## src/rtl/clk_rst_manager.sv

```systemverilog
`default_nettype none
// ============================================================================
// Module      : clk_rst_manager
// Description : Reset sequencer and fractional clock-enable generator that
//               sits behind the iCE40 PLL wrapper in the PLL output domain.
//               - Holds rst_out high until the double-flopped PLL lock has
//                 stayed high for LOCK_WAIT consecutive cycles.
//               - Produces NUM_CH DDS-style one-cycle enable strobes.
//                 Each strobe's rate is f_clk * inc / 2^ACC_W, and inc is
//                 programmable at runtime.
//               - Drops back into reset and sets the sticky lock_lost flag
//                 if lock is lost while running.
//
// Optional feature macro: CLKGEN_PHASE_RESET_EN
//               When defined, a cfg_wr to channel n also clears acc[n] on
//               the same edge, giving a deterministic phase after every
//               rate change. When undefined, rate changes are
//               phase-continuous.
//
// Ports:
//   clock_in   in   1       PLL output clock (only clock)
//   reset      in   1       synchronous, active-high
//   pll_locked in   1       PLL lock, asynchronous to clock_in
//   cfg_wr     in   1       increment register write strobe
//   cfg_sel    in   SEL_W   channel select (out-of-range writes ignored)
//   cfg_inc    in   ACC_W   new increment value
//   rst_out    out  1       system reset, active-high
//   sys_ready  out  1       high only in RUN
//   ce         out  NUM_CH  one-cycle clock-enable strobes
//   lock_lost  out  1       sticky: lock dropped while in RUN
//
// Revision    : 1.0 - initial release
// ============================================================================
module clk_rst_manager #(
    parameter int               NUM_CH    = 2,
    parameter int               ACC_W     = 16,
    parameter int               LOCK_WAIT = 1024,
    parameter logic [ACC_W-1:0] INC_INIT  = 16'h6B6B
) (
    input  logic                                      clock_in,
    input  logic                                      reset,
    input  logic                                      pll_locked,
    input  logic                                      cfg_wr,
    input  logic [((NUM_CH > 1) ? $clog2(NUM_CH) : 1)-1:0] cfg_sel,
    input  logic [ACC_W-1:0]                          cfg_inc,
    output logic                                      rst_out,
    output logic                                      sys_ready,
    output logic [NUM_CH-1:0]                         ce,
    output logic                                      lock_lost
);

    localparam int c_SEL_W = (NUM_CH > 1) ? $clog2(NUM_CH) : 1;
    localparam int c_CNT_W = $clog2(LOCK_WAIT) + 1;
    localparam logic [c_CNT_W-1:0] c_CNT_LAST = c_CNT_W'(LOCK_WAIT - 1);

    typedef enum logic [1:0] {
        S_WAIT_LOCK = 2'd0,
        S_STABLE    = 2'd1,
        S_RUN       = 2'd2
    } state_t;

    state_t               state_q;
    logic                 sync1_q;
    logic                 lock_s_q;
    logic [c_CNT_W-1:0]   cnt_q;
    logic                 rst_out_q;
    logic                 sys_ready_q;
    logic                 lock_lost_q;

    // ------------------------------------------------------------------------
    // Lock synchroniser and reset-release FSM. The outputs are registered
    // on the transition edge, so they change in the first cycle of the
    // new state.
    // ------------------------------------------------------------------------
    always_ff @(posedge clock_in) begin
        if (reset) begin
            sync1_q     <= 1'b0;
            lock_s_q    <= 1'b0;
            state_q     <= S_WAIT_LOCK;
            cnt_q       <= '0;
            rst_out_q   <= 1'b1;
            sys_ready_q <= 1'b0;
            lock_lost_q <= 1'b0;
        end else begin
            sync1_q  <= pll_locked;
            lock_s_q <= sync1_q;
            case (state_q)
                S_WAIT_LOCK: begin
                    cnt_q <= '0;
                    if (lock_s_q) begin
                        state_q <= S_STABLE;
                    end
                end
                S_STABLE: begin
                    if (!lock_s_q) begin
                        state_q <= S_WAIT_LOCK;
                        cnt_q   <= '0;
                    end else if (cnt_q == c_CNT_LAST) begin
                        state_q     <= S_RUN;
                        cnt_q       <= '0;
                        rst_out_q   <= 1'b0;
                        sys_ready_q <= 1'b1;
                    end else begin
                        cnt_q <= cnt_q + 1'b1;
                    end
                end
                S_RUN: begin
                    if (!lock_s_q) begin
                        state_q     <= S_WAIT_LOCK;
                        rst_out_q   <= 1'b1;
                        sys_ready_q <= 1'b0;
                        lock_lost_q <= 1'b1;
                    end
                end
                default: begin
                    state_q     <= S_WAIT_LOCK;
                    cnt_q       <= '0;
                    rst_out_q   <= 1'b1;
                    sys_ready_q <= 1'b0;
                end
            endcase
        end
    end

    assign rst_out   = rst_out_q;
    assign sys_ready = sys_ready_q;
    assign lock_lost = lock_lost_q;

    // Accumulate only while staying in RUN. On the edge that leaves RUN,
    // the accumulators clear and ce is not raised, so no strobe
    // appears once rst_out has reasserted.
    logic w_run_en;
    assign w_run_en = (state_q == S_RUN) && lock_s_q;

    // ------------------------------------------------------------------------
    // Per-channel phase accumulators
    // ------------------------------------------------------------------------
    generate
        for (genvar n = 0; n < NUM_CH; n++) begin : g_ch
            logic [ACC_W-1:0] acc_q;
            logic [ACC_W-1:0] acc_d;
            logic [ACC_W-1:0] inc_q;
            logic [ACC_W-1:0] inc_d;
            logic             ce_q;
            logic             ce_d;
            logic             w_wr;
            logic [ACC_W:0]   w_sum;

            // A select value that has no matching channel matches no
            // generate instance, so that write is dropped.
            assign w_wr  = cfg_wr && (cfg_sel == c_SEL_W'(n));
            assign w_sum = {1'b0, acc_q} + {1'b0, inc_q};

            always_comb begin
                // The write lands in inc_q at this edge. This cycle's
                // addition still uses the old increment.
                inc_d = w_wr ? cfg_inc : inc_q;
                acc_d = '0;
                ce_d  = 1'b0;
                if (w_run_en) begin
                    acc_d = w_sum[ACC_W-1:0];
                    ce_d  = w_sum[ACC_W];
`ifdef CLKGEN_PHASE_RESET_EN
                    if (w_wr) begin
                        acc_d = '0;
                    end
`endif
                end
            end

            always_ff @(posedge clock_in) begin
                if (reset) begin
                    acc_q <= '0;
                    inc_q <= INC_INIT;
                    ce_q  <= 1'b0;
                end else begin
                    acc_q <= acc_d;
                    inc_q <= inc_d;
                    ce_q  <= ce_d;
                end
            end

            assign ce[n] = ce_q;
        end
    endgenerate

endmodule
`default_nettype wire
```

## config.mk

```make
export PLATFORM = sky130hd
export DESIGN_NAME = clk_rst_manager
export DESIGN_NICKNAME = d
export VERILOG_FILES = /design/src/rtl/clk_rst_manager.sv
export SDC_FILE = /design/constraint.sdc
export NUM_CORES = 1
export LEC_CHECK = 0
export BUFFER_PORTS_ARGS = -buffer_cell sky130_fd_sc_hd__buf_2
export CAP_MARGIN = 20
export CORE_MARGIN = 10
export CORE_UTILIZATION = 55
export DETAILED_ROUTE_END_ITERATION = 10
export PLACE_DENSITY = 0.78
export SLEW_MARGIN = 25
export SYNTH_ARGS = -nofsm -noshare
export SYNTH_HDL_FRONTEND = slang
export SYNTH_SLANG_ARGS = --single-unit
```

## constraint.sdc

```tcl
create_clock -name clock_in -period 2.95 [get_ports clock_in]
set_input_delay 0.295 -clock clock_in [delete_from_list [all_inputs] [get_ports clock_in]]
set_output_delay 0.295 -clock clock_in [all_outputs]
set_load 0.005 [all_outputs]
```

==> qor.yml, run 1 <==
status:
  status: "completed"
min_path:
  min_path_type: "input port to flip-flop"
  min_from: "reset"
flow_run:
  cap_violations: 0
global_routing:
  grt_pass1_vias: 3489
  antenna_found_initial: 0
  track_usage_pct: 16.2
  grt_pass1_wl_um: 15600
  grt_overflow: 0
  grt_max_degree: 47
power_and_ir_drop:
  power_uw: 2240
  vdd.ir_drop.worst_v: 0.000341
  p_leak_uw: 0.00199
  power_density_nw_per_um2: 475
setup_path:
  startpoint_type: "flip-flop"
  worstSetupPathType: "flip-flop to flip-flop"
  worstPathCellList: "ha_1 > fa_1 > a21o_1 > a221oi_2 > nor3_1 > o2111ai_1 > a21oi_1"
  r2r-start: "g_ch[1].inc_q[0]$_SDFFE_PP1P_"
  crit_slowest_cell: "a221oi_2"
  critPathCaptureType: "flip-flop"
  crit_arrival_ps: 2470
  cp_top_family: "compound AO/OA/AOI/OAI gates"
  crit_path_start: "g_ch[1].inc_q[0]$_SDFFE_PP1P_"
  cp_slowest_stage_delay_ps: 440
  crit_fanout: 5
  path_buf_inv: 0
  required_ps: 3190
logic_synthesis:
  synth_ff_type: "dfxtp_1"
  syn_area_sq_um: 4320
  yosysTopAreaCell: "dfxtp_1"
  synth-seq-area-share_pct: 38.9
  synthDistinctLibCells: 47
  synth_top_area_share_pct: 38.9
  syn_inst: 513
  async_reset_ff_share_pct: 0
  synth_commonest_cells: "nand2_1 (89), dfxtp_1 (84), a21oi_1 (45)"
  syn-num-nets: 569
  yosysMostFrequentCell: "nand2_1"
  synth-edff-count: 0
  synthTopCellsByArea: "dfxtp_1 (39%), ha_1 (9.6%), nand2_1 (7.7%), a21oi_1 (5.2%), nand3b_1 (4.2%)"
  ys_ff_latch: 84
  synth_warnings: 0
  postSynthAreaPerCell_sq_um: 8.42
drt:
  antenna_left: 0
  vias: 3679
  topRoutingLayerUsed: "met4"
  viasPerCell: 5.79
  wl_per_cell_um: 14.7
  dr.first_iter.drc_count: 151
  drt-pass1-iter-count: 4
  wirelength_um: 9330
  drt-met1-wl_um: 4330
  drc: 0
  wl_met2_um: 4470
  wl_met3_um: 406
sta:
  rsz0062_at_grt: "no"
  period_minus_slack_ps: 2230
  tightest_slew_ps: 682
  relSlewSlack_pct: 54.5
  hold_violations: 0
  fmax_mhz: 448
  slew_viol_final: 0
  skew_ps: 5.75
  fin_tns_setup_ps: 0
  setup_viol: 0
  finalCritPeriodShare_pct: 75.6
die:
  num_io_pins: 26
  die_y_um: 109
  core-area_sq_um: 7690
  rows: 32
  die-area_sq_um: 11800
  start_util_pct: 56.2
  dieWidth_um: 109
placement:
  detailed_place_hpwl_um: 6700
  io_buffers: 25
  gp_congestion: 0.942
  place_area_sq_um: 4490
  dp_cells: 619
cts:
  clkLatencyLatePin_ps: 350
  clkTransAtPathRegs_ps: 80
  cts_setup_buffers: 0
  htree_levels: 3
  ctsLongestPathBuffers: 2
  cts_tree: "yes"
  cts.sinks: 84
  cts-root-buf: "clkbuf_8"
  cts.repair.resized: 0
  cts_hold_buf: 0
  cts_buffers: 9
layout:
  areaGrowthSynthToFinish_pct: 9.03
  num_antenna_cells: 0
  nFillCells: 702
  design_area_sq_um: 4710
  drive_gt1_share_pct: 9.01
  stdcell_count: 635
  nets: 584
[metal layers]
metal  vias up  track usage [%]
met2        64             27.8
li1       1859                -
met1      1744             19.0
met4         0             6.03
met5         -                0
met3        12             4.07
[final cells by class]
cell class	instances	area [sq um]	area share (%)
clock buffers	10	128	2.71
repair buffers	27	140	2.97
clock inverters	6	87.6	1.86
multi-input cells	401	2530	53.7
well taps	102	128	2.71
inverters	5	18.8	0.398
flip-flops and latches	84	1680	35.7
[cells in the final DEF, fill, tap and decap left out, types with 2 or more instances in the layout]
cell / instances
nand2_1: 89
dfxtp_1: 84
a21oi_1: 45
ha_1: 33
nor2_1: 32
buf_2: 25
nand3b_1: 24
o21ai_0: 20
nor3_1: 19
nand3_1: 16
a21o_1: 12
and3_1: 10
nand4_1: 10
xor2_1: 9
clkbuf_8: 9
xnor2_1: 8
and2_1: 7
nor2b_1: 7
nand2b_1: 6
mux2i_1: 6
inv_1: 5
o21a_1: 5
a31oi_1: 5
or3_1: 4
a221o_1: 4
a211o_1: 3
a221oi_1: 2
nor4_1: 2
o21bai_1: 2
o211ai_1: 2
o31ai_1: 2
fa_1: 2
bufinv_16: 2
clkinv_2: 2
buf_4: 2
[sequential cells by signal, summed over array words and instances, names as in the netlist]
register,cells
lock_lost,1
sync1_q,1
lock_s_q,1
sys_ready,1
g_ch.inc_q,32
rst_out,1
g_ch.ce_q,2
g_ch.acc_q,32
state_q,2
cnt_q,11
[worst paths after layout]
| path | to | slack, ps | cells after the start |
|---|---|---|---|
| setup / recovery | g_ch[1].ce_q$_SDFF_PP0_ | 720 | 7 |
| hold / removal | g_ch[0].inc_q[2]$_SDFFE_PP0P_ | 150 | 2 |
| setup reg to reg | g_ch[1].ce_q$_SDFF_PP0_ | 720 | 7 |
| hold reg to reg | lock_s_q$_SDFF_PP0_ | 450 | 1 |
[worst register-to-register path, delay by kind of cell (launching register included)]
kind	cells	cell delay [ps]
AO/OA/AOI/OAI	4	1000
adder cells (fa/ha/maj)	2	620
flip-flops	1	330
AND/OR/NAND/NOR	1	180
[power by group]
part / switching [uW] / total, uW / internal (uW)
registers: 18.1 / 1180 / 1160
logic: 102 / 168 / 66.5
clock network: 414 / 892 / 479
total: 534 / 2240 / 1710
[through the flow]
| step | util, % | hold WS [ps] | setup slack, ps |
|---|---|---|---|
| floorplan | - | 414 | 924 |
| global placement | 58.5 | 421 | 839 |
| detailed placement | 58.5 | 428 | 774 |
| CTS | 61.3 | 122 | 744 |
| global route | 61.3 | 138 | 604 |
| finish | 61.3 | 147 | 719 |
[kinds of logic after synthesis]
kind of cell             after synthesis  synth area share (%)
buffers and inverters                 28                  2.63
AO/OA/AOI/OAI                        111                  16.1
adder cells (fa/ha/maj)               35                  10.5
XOR/XNOR                              17                  3.45
flip-flops                            84                  38.9
AND/OR/NAND/NOR                      232                  27.0
multiplexers                           6                  1.39
Power figures use the tool's default switching activity.
==> inputs of run 2 (changes only) <==
Settings changed: PLACE_DENSITY 0.78 to 0.81.
Clock period 2.95 ns to 2 ns, I/O delays scaled along.
==> qor.yml, run 2 (synthesis gave the netlist of run 1 again) <==
drt:
  dr.first_iter.drc_count: 174  # +15%
  vias: 3776  # +2.6%
  drc: 0  # unchanged
  drt-pass1-iter-count: 5  # +1
  antenna_left: 0  # unchanged
  wl_per_cell_um: 15.3  # +3.9%
  wirelength_um: 9910  # +6.2%
  viasPerCell: 5.82  # +0.42%
die:
  die_y_um: 109  # unchanged
  num_io_pins: 26  # unchanged
  rows: 32  # unchanged
  dieWidth_um: 109  # unchanged
  die-area_sq_um: 11800  # unchanged
  core-area_sq_um: 7690  # unchanged
  start_util_pct: 56.2  # unchanged
sta:
  hold_violations: 0  # unchanged
  period_minus_slack_ps: 1960  # -270 ps
  tightest_slew_ps: 616  # -66.2 ps
  finalCritPeriodShare_pct: 98.0  # +22 points
  skew_ps: 6.82  # +1.07 ps
  fin_tns_setup_ps: 0  # unchanged
  rsz0062_at_grt: "yes"
  setup_viol: 0  # unchanged
  fmax_mhz: 510  # +14%
  holdWs_ps: 59.6  # -87.3 ps
  slew_viol_final: 0  # unchanged
  relSlewSlack_pct: 58.9  # +4.4 points
layout:
  areaGrowthSynthToFinish_pct: 12.4
  nets: 598  # +2.4%
  final-seq-area_sq_um: 1690  # +0.30%
  num_antenna_cells: 0  # unchanged
  top_regs: "g_ch.acc_q x32, g_ch.inc_q x32, cnt_q x11"
  design_area_sq_um: 4860  # +3.1%
  final_util_pct: 63.2  # +1.9 points
  mostFrequentLayoutCells: "nand2_1 (89), dfxtp_1 (80), a21oi_1 (43), nor2_1 (32), ha_1 (30)"
  drive_gt1_share_pct: 13.9  # +4.9 points
  multi_input_area_sq_um: 2610  # +3.1%
  nFillCells: 652  # -7.1%
  mostFrequentLayoutCell: "nand2_1"
global_routing:
  grt_overflow: 0  # unchanged
  grt_pass1_vias: 3652  # +4.7%
  track_usage_pct: 16.8  # +0.69 points
  grt_max_degree: 28  # -40%
  grt_pass1_wl_um: 16500  # +5.6%
  antenna_found_initial: 0  # unchanged
cts:
  htree_levels: 3  # unchanged
  cts_tree: "yes"
  cts_buffers: 9  # unchanged
  cts_hold_buf: 0  # unchanged
  ctsLongestPathBuffers: 2  # unchanged
  clkLatencyLatePin_ps: 350  # about the same
  cts.sinks: 84  # unchanged
  clkTransAtPathRegs_ps: 80  # about the same
  cts-root-buf: "clkbuf_8"
placement:
  detailed_place_hpwl_um: 7070  # +5.6%
  place_area_sq_um: 4570  # +1.7%
  gp_congestion: 0.919  # -2.5%
  io_buffers: 25  # unchanged
setup_path:
  worstSetupPathType: "flip-flop to flip-flop"
  cp_slowest_stage_delay_ps: 390  # -50 ps
  required_ps: 2240  # -950 ps
  worstPathCellList: "ha_4 > fa_2 > a21o_1 > a221oi_2 > buf_4 > nor3_2 > a211o_1"
  crit_fanout: 5  # unchanged
  critPathCaptureType: "flip-flop"
  crit_arrival_ps: 2200  # -270 ps
  startpoint_type: "flip-flop"
  crit_slowest_cell: "fa_2"
status:
  status: "completed"
min_path:
  min_path_type: "input port to flip-flop"
power_and_ir_drop:
  power_density_nw_per_um2: 634  # +33%
  vdd.ir_drop.worst_v: 0.000362  # +6.1%
  p_leak_uw: 0.00203  # +1.7%
flow_run:
  cap_violations: 0  # unchanged
## run 2: worst max-delay path, delay by kind of cell (launching register included)
kind | cells | cell delay [ps]
flops | 1 | 350
compound gates | 3 | 710
fa+ha+maj | 2 | 560
buf+inv | 1 | 180
simple gates | 1 | 60
## run 2: repair_timing
item | 4_1_cts | 5_1_grt
resized for setup | 6 | 15
pin swaps | 3 | 12
setup endpoints to repair | 8 | 11
buffers inserted | 0 | 4
## run 2: cell type report
cell class                      instances  area share (%)
Multi-Input combinational cell        401            53.7
Sequential cell                        84            34.7
Clock inverter                          3           0.464
Inverter                                5           0.386
Timing Repair Buffer                   41            5.05
Clock buffer                           13            3.07
Tap cell                              102            2.63
## run 2: final timing paths
| path | startpoint | endpoint | slack, ps | cells past startpoint |
|---|---|---|---|---|
| min | pll_locked | sync1_q$_SDFF_PP0_ | 60 | 2 |
| max reg2reg | g_ch[1].inc_q[0]$_SDFFE_PP1P_ | g_ch[1].acc_q[14]$_SDFF_PP0_ | 40 | 7 |
| max | g_ch[1].inc_q[0]$_SDFFE_PP1P_ | g_ch[1].acc_q[14]$_SDFF_PP0_ | 40 | 7 |
| min reg2reg | sync1_q$_SDFF_PP0_ | lock_s_q$_SDFF_PP0_ | 450 | 1 |
## run 2: metal layers
metal / routed length (um) / track usage [%] / vias up
li1: - / - / 1884
met1: 4310 / 20.7 / 1771
met2: 4810 / 28.0 / 103
met3: 632 / 4.54 / 18
met4: 160 / 5.46 / 0
met5: 0 / 0 / -
## run 2: report_power, final
group	switching (uW)	leakage [uW]	total, uW	internal, uW
Sequential	30.6	0.000683	1740	1710
Combinational	154	0.00127	259	104
Clock	589	0.0000759	1080	487
Total	774	0.00203	3080	2300
## run 2: metrics by stage
| step | std cells | worst slack (ps) | power [uW] |
|---|---|---|---|
| after global routing | 649 | -56.0 | 3200 |
| after floorplan | 513 | 25.2 | 1950 |
| after CTS | 645 | -2.10 | 3090 |
| after global placement | 629 | -36.3 | 2020 |
| final | 649 | 39.9 | 3080 |
| after detailed placement | 629 | -153 | 2030 |
==> inputs of run 3 (changes only) <==
Settings changed: CTS_BUF_LIST set to sky130_fd_sc_hd__clkbuf_16.
Clock period 2 ns to 1.8 ns, I/O delays scaled along.
==> qor.yml, run 3 (synthesis gave the netlist of run 1 again) <==
status:
  status: "complete, but fails checks"
  violations: "negative setup slack"
cts:
  clkTransAtPathRegs_ps: 60  # -20 ps
  cts_buffers: 9  # unchanged
  cts_hold_buf: 0  # unchanged
  cts.sinks: 84  # unchanged
  cts-root-buf: "clkbuf_16"
  ctsLongestPathBuffers: 2  # unchanged
  cts_tree: "yes"
  htree_levels: 3  # unchanged
  clkLatencyLatePin_ps: 340  # about the same
setup_path:
  ff2ff_path_depth: 7  # unchanged
  crit_slowest_cell: "a221o_1"
  startpoint_type: "flip-flop"
  worstSetupPathType: "flip-flop to flip-flop"
  cp_slowest_stage_delay_ps: 390  # about the same
  path_buf_inv: 0  # -1
  crit_fanout: 4  # -1
  r2r_slack_ps: -160  # -200 ps
  cp_num_cells: 7  # unchanged
  cp_top_family: "compound AO/OA/AOI/OAI gates"
  crit_arrival_ps: 2230  # +30 ps
  worstPathCellList: "ha_4 > fa_2 > a21o_1 > a221o_1 > nor2b_4 > o21ai_2 > mux2i_1"
  required_ps: 2070  # -170 ps
  critPathCaptureType: "flip-flop"
sta:
  setup_viol: 12  # +12
  rsz0062_at_grt: "yes"
  slew_viol_final: 0  # unchanged
  tightest_slew_ps: 579  # -37.0 ps
  finalCritPeriodShare_pct: 109  # +11 points
  skew_ps: 6.17  # -0.648 ps
  fmax_mhz: 510  # about the same
  period_minus_slack_ps: 1960  # -0.831 ps
  relSlewSlack_pct: 61.4  # +2.5 points
  hold_violations: 0  # unchanged
  fin_ws_ps: -159  # -199 ps
  holdWs_ps: 49.8  # -9.83 ps
global_routing:
  grt_pass1_vias: 3758  # +2.9%
  grt_overflow: 0  # unchanged
  track_usage_pct: 17.7  # +0.84 points
  grt_max_degree: 44  # +57%
  antenna_found_initial: 0  # unchanged
  grt_pass1_wl_um: 17100  # +3.9%
drt:
  wirelength_um: 10300  # +4.1%
  drt-pass1-iter-count: 5  # unchanged
  viasPerCell: 5.80  # -0.37%
  wl_per_cell_um: 15.4  # +1.1%
  vias: 3872  # +2.5%
  drc: 0  # unchanged
  antenna_left: 0  # unchanged
  dr.first_iter.drc_count: 127  # -27%
power_and_ir_drop:
  power_uw: 4180  # +36%
  power_density_nw_per_um2: 784  # +24%
  p_leak_uw: 0.00224  # +10%
  vdd.ir_drop.worst_v: 0.000617  # +71%
layout:
  mostFrequentLayoutCells: "nand2_1 (89), dfxtp_1 (80), a21oi_1 (37), nor2_1 (32), buf_4 (32)"
  nets: 617  # +3.2%
  drive_gt1_share_pct: 20.8  # +7.0 points
  design_area_sq_um: 5330  # +9.8%
  mostFrequentLayoutCell: "nand2_1"
  stdcell_count: 668  # +2.9%
  areaGrowthSynthToFinish_pct: 23.4
  top_regs: "g_ch.acc_q x32, g_ch.inc_q x32, cnt_q x11"
  num_antenna_cells: 0  # unchanged
die:
  dieWidth_um: 109  # unchanged
  rows: 32  # unchanged
  die_y_um: 109  # unchanged
  num_io_pins: 26  # unchanged
  die-area_sq_um: 11800  # unchanged
  start_util_pct: 56.2  # unchanged
  core-area_sq_um: 7690  # unchanged
placement:
  place_area_sq_um: 4750  # +3.9%
  dp_cells: 645  # +2.5%
  io_buffers: 25  # unchanged
  gp_congestion: 0.960  # +4.5%
  detailed_place_hpwl_um: 7040  # -0.45%
min_path:
  hold_depth: 2  # unchanged
  min_path_type: "input port to flip-flop"
flow_run:
  cap_violations: 0  # unchanged
run 3: power by group:
part           switching, uW  total (uW)  leakage, uW  internal (uW)
registers               35.4        1940     0.000683           1910
logic                    180         314      0.00139            134
clock network            729        1930     0.000163           1200
total                    944        4180      0.00224           3240
run 3: area by class of cell:
| type | count | area [sq um] |
|---|---|---|
| clock buffer | 9 | 225 |
| clock inverter | 7 | 85.1 |
| fill | 609 | 2350 |
| inverter | 5 | 18.8 |
| multi-input combinational | 401 | 2790 |
| sequential | 84 | 1690 |
| tap | 102 | 128 |
| timing repair buffer | 60 | 399 |
run 3: stage by stage:
stage | worst slack (ps) | TNS, ps | util, %
3_3_place_gp | -124 | -847 | 61.8
6_report | -159 | -1290 | 69.4
4_1_cts | -153 | -897 | 66.8
2_1_floorplan | -78.2 | -236 | -
3_5_place_dp | -168 | -1190 | 61.8
5_1_grt | -248 | -2080 | 69.4
run 3: final timing paths:
path / startpoint / end
worst max-delay path: g_ch[0].inc_q[0]$_SDFFE_PP1P_ / g_ch[0].acc_q[14]$_SDFF_PP0_
worst min-delay path: pll_locked / sync1_q$_SDFF_PP0_
worst max register to register: g_ch[0].inc_q[0]$_SDFFE_PP1P_ / g_ch[0].acc_q[14]$_SDFF_PP0_
worst min register to register: sync1_q$_SDFF_PP0_ / lock_s_q$_SDFF_PP0_
run 3: what timing repair did:
item                       in CTS  in global routing
pin swaps                       8                 15
setup buffers                   5                  3
resized for setup              11                 32
setup endpoints to repair      12                 33
run 3: layer usage:
metal / share of wire (%) / up-vias / track usage (%) / routed length (um)
li1: - / 1925 / - / -
met5: 0 / - / 0 / 0
met3: 5.6 / 22 / 4.31 / 578
met2: 49 / 96 / 29.3 / 5060
met1: 43 / 1829 / 21.4 / 4460
met4: 2.2 / 0 / 7.82 / 222
